[src/rtl/operand_loader_pkg.sv]
// -----------------------------------------------------------------------------
// operand_loader_pkg
// Shared definitions for the operand loader: loader FSM state encoding,
// operand geometry constants and a byte-lane insertion helper.
// -----------------------------------------------------------------------------
package operand_loader_pkg;

  localparam int BYTES_PER_OPERAND = 4;
  localparam int OPERAND_W         = 32;

  typedef enum logic [1:0] {
    LOAD_A = 2'd0,
    LOAD_B = 2'd1,
    ADD    = 2'd2,
    OUT    = 2'd3
  } state_t;

  // Write byte b into operand op at stream position idx.
  // With le set, stream byte 0 is the least significant lane; otherwise
  // stream byte 0 is the most significant lane.
  function automatic logic [OPERAND_W-1:0] place_byte(
    input logic [OPERAND_W-1:0] op,
    input logic [7:0]           b,
    input logic [1:0]           idx,
    input logic                 le
  );
    logic [OPERAND_W-1:0] r;
    logic [1:0]           lane;
    r    = op;
    lane = le ? idx : (2'd3 - idx);
    r[{lane, 3'b000} +: 8] = b;
    return r;
  endfunction

endpackage

[src/rtl/operand_loader_adder32.sv]
// -----------------------------------------------------------------------------
// adder32
// Plain 32-bit unsigned adder, result = a + b (mod 2^32).
// Ports:
//   a, b    : 32-bit operands
//   result  : 32-bit sum, carry-out discarded
// -----------------------------------------------------------------------------
module adder32 (
  input  logic [31:0] a,
  input  logic [31:0] b,
  output logic [31:0] result
);

  assign result = a + b;

endmodule

[src/rtl/operand_loader.sv]
// -----------------------------------------------------------------------------
// operand_loader
// Collects two 32-bit operands from an 8-bit byte stream (A first, then B),
// adds them through adder32 and presents a registered sum plus carry-out
// behind a valid/ready handshake.
//
// Parameters:
//   BYTE_ORDER_LE : 1 = first stream byte lands in bits [7:0],
//                   0 = first stream byte lands in bits [31:24]
// Ports:
//   clk       : clock, rising edge
//   rst_n     : synchronous active-low reset
//   in_data   : operand byte stream
//   in_valid  : in_data valid
//   in_ready  : byte accepted this cycle when in_valid is also high
//   res_data  : registered A+B mod 2^32
//   res_carry : unsigned carry-out of A+B
//   res_valid : res_data / res_carry valid
//   res_ready : consumer accepts the result
//   busy      : low only when idle at the start of operand A
//
// state  | meaning
// -------+----------------------------------------------------------
// LOAD_A | accepting operand A bytes, count = next byte position
// LOAD_B | accepting operand B bytes, count = next byte position
// ADD    | single cycle: register adder sum and carry
// OUT    | result presented, waiting for res_ready
// -----------------------------------------------------------------------------
module operand_loader
  import operand_loader_pkg::*;
#(
  parameter int BYTE_ORDER_LE = 1
) (
  input  logic                 clk,
  input  logic                 rst_n,
  input  logic [7:0]           in_data,
  input  logic                 in_valid,
  output logic                 in_ready,
  output logic [OPERAND_W-1:0] res_data,
  output logic                 res_carry,
  output logic                 res_valid,
  input  logic                 res_ready,
  output logic                 busy
);

  localparam logic LE = (BYTE_ORDER_LE != 0);

  state_t               state;
  logic [1:0]           count;
  logic [OPERAND_W-1:0] op_a;
  logic [OPERAND_W-1:0] op_b;
  logic [OPERAND_W-1:0] sum;
  logic                 accept;

  adder32 u_adder32 (
    .a      (op_a),
    .b      (op_b),
    .result (sum)
  );

  // in_ready is gated by rst_n so no byte appears accepted during reset,
  // even though the state register is only cleared at the edge.
  assign in_ready = rst_n && ((state == LOAD_A) || (state == LOAD_B));
  assign accept   = in_valid && in_ready;
  assign busy     = !((state == LOAD_A) && (count == 2'd0));

  always_ff @(posedge clk) begin
    if (!rst_n) begin
      state     <= LOAD_A;
      count     <= 2'd0;
      op_a      <= '0;
      op_b      <= '0;
      res_data  <= '0;
      res_carry <= 1'b0;
      res_valid <= 1'b0;
    end else begin
      case (state)
        LOAD_A: begin
          if (accept) begin
            op_a  <= place_byte(op_a, in_data, count, LE);
            count <= count + 2'd1;   // wraps to 0 after the fourth byte
            if (count == 2'(BYTES_PER_OPERAND - 1)) begin
              state <= LOAD_B;
            end
          end
        end
        LOAD_B: begin
          if (accept) begin
            op_b  <= place_byte(op_b, in_data, count, LE);
            count <= count + 2'd1;
            if (count == 2'(BYTES_PER_OPERAND - 1)) begin
              state <= ADD;
            end
          end
        end
        ADD: begin
          res_data  <= sum;
          // A wrapped sum is smaller than either addend exactly when the
          // true sum overflowed 32 bits.
          res_carry <= (sum < op_a);
          res_valid <= 1'b1;
          state     <= OUT;
        end
        OUT: begin
          if (res_ready) begin
            res_valid <= 1'b0;
            count     <= 2'd0;
            state     <= LOAD_A;
          end
        end
        default: begin
          state <= LOAD_A;
          count <= 2'd0;
        end
      endcase
    end
  end

endmodule

[config.mk]
export PLATFORM = sky130hd
export DESIGN_NAME = operand_loader
export DESIGN_NICKNAME = d
export VERILOG_FILES = /design/src/rtl/operand_loader_pkg.sv /design/src/rtl/operand_loader_adder32.sv /design/src/rtl/operand_loader.sv
export SDC_FILE = /design/constraint.sdc
export NUM_CORES = 1
export LEC_CHECK = 0
export CORE_MARGIN = 2
export CORE_UTILIZATION = 45
export CTS_CLUSTER_SIZE = 25
export DETAILED_ROUTE_END_ITERATION = 10
export GPL_ROUTABILITY_DRIVEN = 0
export GPL_TIMING_DRIVEN = 0
export RECOVER_POWER = 100
export SLEW_MARGIN = 20
export SYNTH_ARGS = -nofsm -noshare
export SYNTH_HDL_FRONTEND = slang
export SYNTH_SLANG_ARGS = --single-unit
[constraint.sdc]
create_clock -name clk -period 4 [get_ports clk]
set_input_delay 1 -clock clk [delete_from_list [all_inputs] [get_ports clk]]
set_output_delay 1 -clock clk [all_outputs]
set_load 0.02 [all_outputs]
==> impl_metrics.env <==
export IMPL_setup_violations=0
export IMPL_grt_busiest_layer="met2"
export IMPL_fin_area_um2=7685
export IMPL_dieWidth_um=124.2
export IMPL_clk_pin_slew_ps=70
export IMPL_antenna_found_initial=0
export IMPL_cts_buffers=9
export IMPL_pwr_density_cell_nw_per_um2=294.3
export IMPL_area_growth_synth_to_final_pct=18.23
export IMPL_grt_pass1_wl_um=29750
export IMPL_hpwlAfterDp_um=14380
export IMPL_drc=0
export IMPL_clk_latency_ps=360
export IMPL_place_ws_ps=-774.0
export IMPL_synth_nets=910
export IMPL_drv_slew=0
export IMPL_r2r_cells=16
export IMPL_peakVddDrop_mv=0.2068
export IMPL_drt_total_wl_um=18810
export IMPL_grt_overflow_total=0
export IMPL_seq_area_frac_synth_pct=31.41
export IMPL_grt_use_met2_pct=37.60
export IMPL_crit_arrival_ps=4150
export IMPL_p_leak_uw=0.002999
export IMPL_hold_class="reg -> reg"
export IMPL_synth_top_flop_cell="dfxtp_1"
export IMPL_cp_max_fo=6
export IMPL_grt_use_total_pct=25.30
export IMPL_tns_ps=0
export IMPL_vias_per_cell=5.743
export IMPL_num_antenna_cells=0
export IMPL_numPortBuffers=47
export IMPL_synth_seq_cells=102
export IMPL_relSlewSlack_pct=40.03
export IMPL_cp_startpoint="op_a[0]$_SDFFE_PN0P_"
export IMPL_timing_rr_start="op_a[0]$_SDFFE_PN0P_"
export IMPL_grt_pass1_vias=5779
export IMPL_grt_max_degree=19
export IMPL_cts_sink_count=102
export IMPL_layout_nets=975
export IMPL_cts_hold_buf=0
export IMPL_drive_gt1_share_pct=7.374
export IMPL_cts_tree="yes"
export IMPL_dieArea_um2=15420
export IMPL_worstMarginPinSlew_ps=888.0
export IMPL_yosysWarnings=0
export IMPL_min_from="res_carry$_SDFFE_PN0P_"
export IMPL_setup_ws_ps=108.0
export IMPL_fmax_mhz=256.9
export IMPL_rows=43
export IMPL_worst_clock_skew_ps=6.162
export IMPL_drv_cap=0
export IMPL_ios=48
export IMPL_grt_util_met3_pct=3.892
export IMPL_grt_util_met1_pct=36.37
export IMPL_dpl_instance_area_um2=7196
export IMPL_first_pass_iters=5
export IMPL_yosysUniqueCellTypes=58
export IMPL_start_util_pct=46.47
export IMPL_worstSetupPathType="reg -> reg"
export IMPL_vias=6174
export IMPL_required_ps=4260
export IMPL_drt_iter0_drc=417
export IMPL_outcome="completed"
export IMPL_cp_start_kind="register"
export IMPL_min_path_cells=2
export IMPL_rsz0062_at_grt="yes"
export IMPL_wl_per_cell_um=17.49
export IMPL_hold_viol_final=0
export IMPL_syn_area_per_cell_um2=7.879
export IMPL_cts_root_buf="clkbuf_16"
export IMPL_die_y_um=124.2
export IMPL_synthArstFlopShare_pct=0
export IMPL_coreArea_um2=13990
export IMPL_final_min_clock_period_ps=3892
export IMPL_syn_area_um2=6500
export IMPL_r2r_setup_slack_ps=110
export IMPL_ant_nets=0
export IMPL_clk_path_buf_depth=2
export IMPL_finalCritPeriodShare_pct=97.30
export IMPL_synth_edf_count=0
export IMPL_cts_max_level=3
export IMPL_synthCells=825
export IMPL_cp_end_kind="register"
==> power breakdown <==
part / switching, uW / total, uW / internal (uW)
combinational: 236 / 336 / 99.8
sequential: 13.6 / 1040 / 1030
clock: 422 / 885 / 462
==> synth_stat cells, types with 5 or more instances <==
cell type,n,share of area (%)
nor3_1,10,0.77
or3_1,6,0.58
xor2_1,10,1.3
mux2i_1,14,2.2
o21bai_1,7,0.81
a22o_1,9,1.2
a211oi_1,5,0.58
clkbuf_1,30,1.7
nor2_1,55,3.2
a21o_1,16,1.8
and2_1,12,1.2
xnor2_1,20,2.7
a21oi_1,103,7.9
ha_1,72,14
and3_1,6,0.58
o21a_1,6,0.69
dfxtp_1,102,31
nor2b_1,15,1.4
o2111ai_1,5,0.67
inv_1,47,2.7
nand3_1,79,6.1
o21ai_0,24,1.8
o211ai_1,8,0.92
nand4_1,12,1.2
nand2_1,104,6.0
==> area by class of cell <==
cell class | count | area [um^2]
Multi-Input combinational cell | 639 | 4257
Fill cell | 1369 | 6304
Clock buffer | 11 | 252.7
Tap cell | 180 | 225.2
Timing Repair Buffer | 57 | 544.3
Inverter | 48 | 185.2
Clock inverter | 5 | 42.54
Sequential cell | 102 | 2044
Buffer | 33 | 133.9
==> metrics by stage <==
| step | util [%] | total power [uW] | cells | hold slack [ps] |
|---|---|---|---|---|
| after floorplan | - | 1270 | 825 | 440.0 |
| after global placement | 51.44 | 1386 | 1052 | 434.5 |
| after detailed placement | 51.44 | 1392 | 1052 | 436.1 |
| after CTS | 54.19 | 2275 | 1073 | 452.9 |
| after global routing | 54.94 | 2356 | 1075 | 466.9 |
| final | 54.94 | 2261 | 1075 | 447.0 |
==> what timing repair did <==
| action | in CTS | in global routing |
|---|---|---|
| buffers inserted | 6 | 4 |
| pin swaps | 8 | 10 |
| gates cloned | 0 | 0 |
| resized for setup | 16 | 19 |
| setup endpoints to repair | 2 | 2 |
==> cell families (layout without fill, tap and decap cells) <==
family,Yosys count,count (layout),share of synthesized area [%]
buffers and inverters,84,154,5.005
and+or+nand+nor,306,306,21.89
AOI/OAI and AO/OA,214,214,20.98
DFF,102,102,31.41
muxes,16,16,2.502
adders and majority gates,73,73,14.17
xor gates and xnor gates,30,30,4.042
==> per-layer routing <==
layer	part of all wire, %	vias to the layer above
met5	0	-
met2	42	197
met3	5.7	34
met1	49	2879
li1	-	3064
met4	2.9	0
==> path summary, 6_finish.rpt <==
kind                       endpoint
max          res_carry$_SDFFE_PN0P_
max reg2reg  res_carry$_SDFFE_PN0P_
min reg2reg  res_carry$_SDFFE_PN0P_
min          res_carry$_SDFFE_PN0P_
==> worst max-delay path: stages, from the launching register on <==
cell,delay [ps]
dfxtp_2,350
ha_4,180
fa_2,380
a211oi_2,230
o21bai_2,130
a21oi_2,230
o211ai_2,180
a41oi_4,390
xnor2_2,120
ha_1,200
a21o_1,170
a21o_1,180
a21oi_2,140
o21ai_2,100
a2111oi_4,350
a21oi_2,140
o41ai_1,330
==> registers in the layout, indices dropped and copies added (netlist names) <==
register	cells
op_a	32
res_valid	1
count	2
res_data	32
res_carry	1
state	2
op_b	32
==> cells in the final DEF, fill, tap and decap left out, types with 12 or more instances in the layout <==
cell type        netlist  routed
nand2_1              104     104
dfxtp_1              102     100
a21oi_1              103      96
nand3_1               79      79
ha_1                  72      70
nor2_1                55      55
inv_1                 47      47
clkdlybuf4s50_1        0      39
clkbuf_1              30      28
o21ai_0               24      21
xnor2_1               20      19
a21o_1                16      16
nor2b_1               15      15
mux2i_1               14      14
buf_4                  2      12
and2_1                12      12
nand4_1               12      12
(Power assumes the default switching activity.)
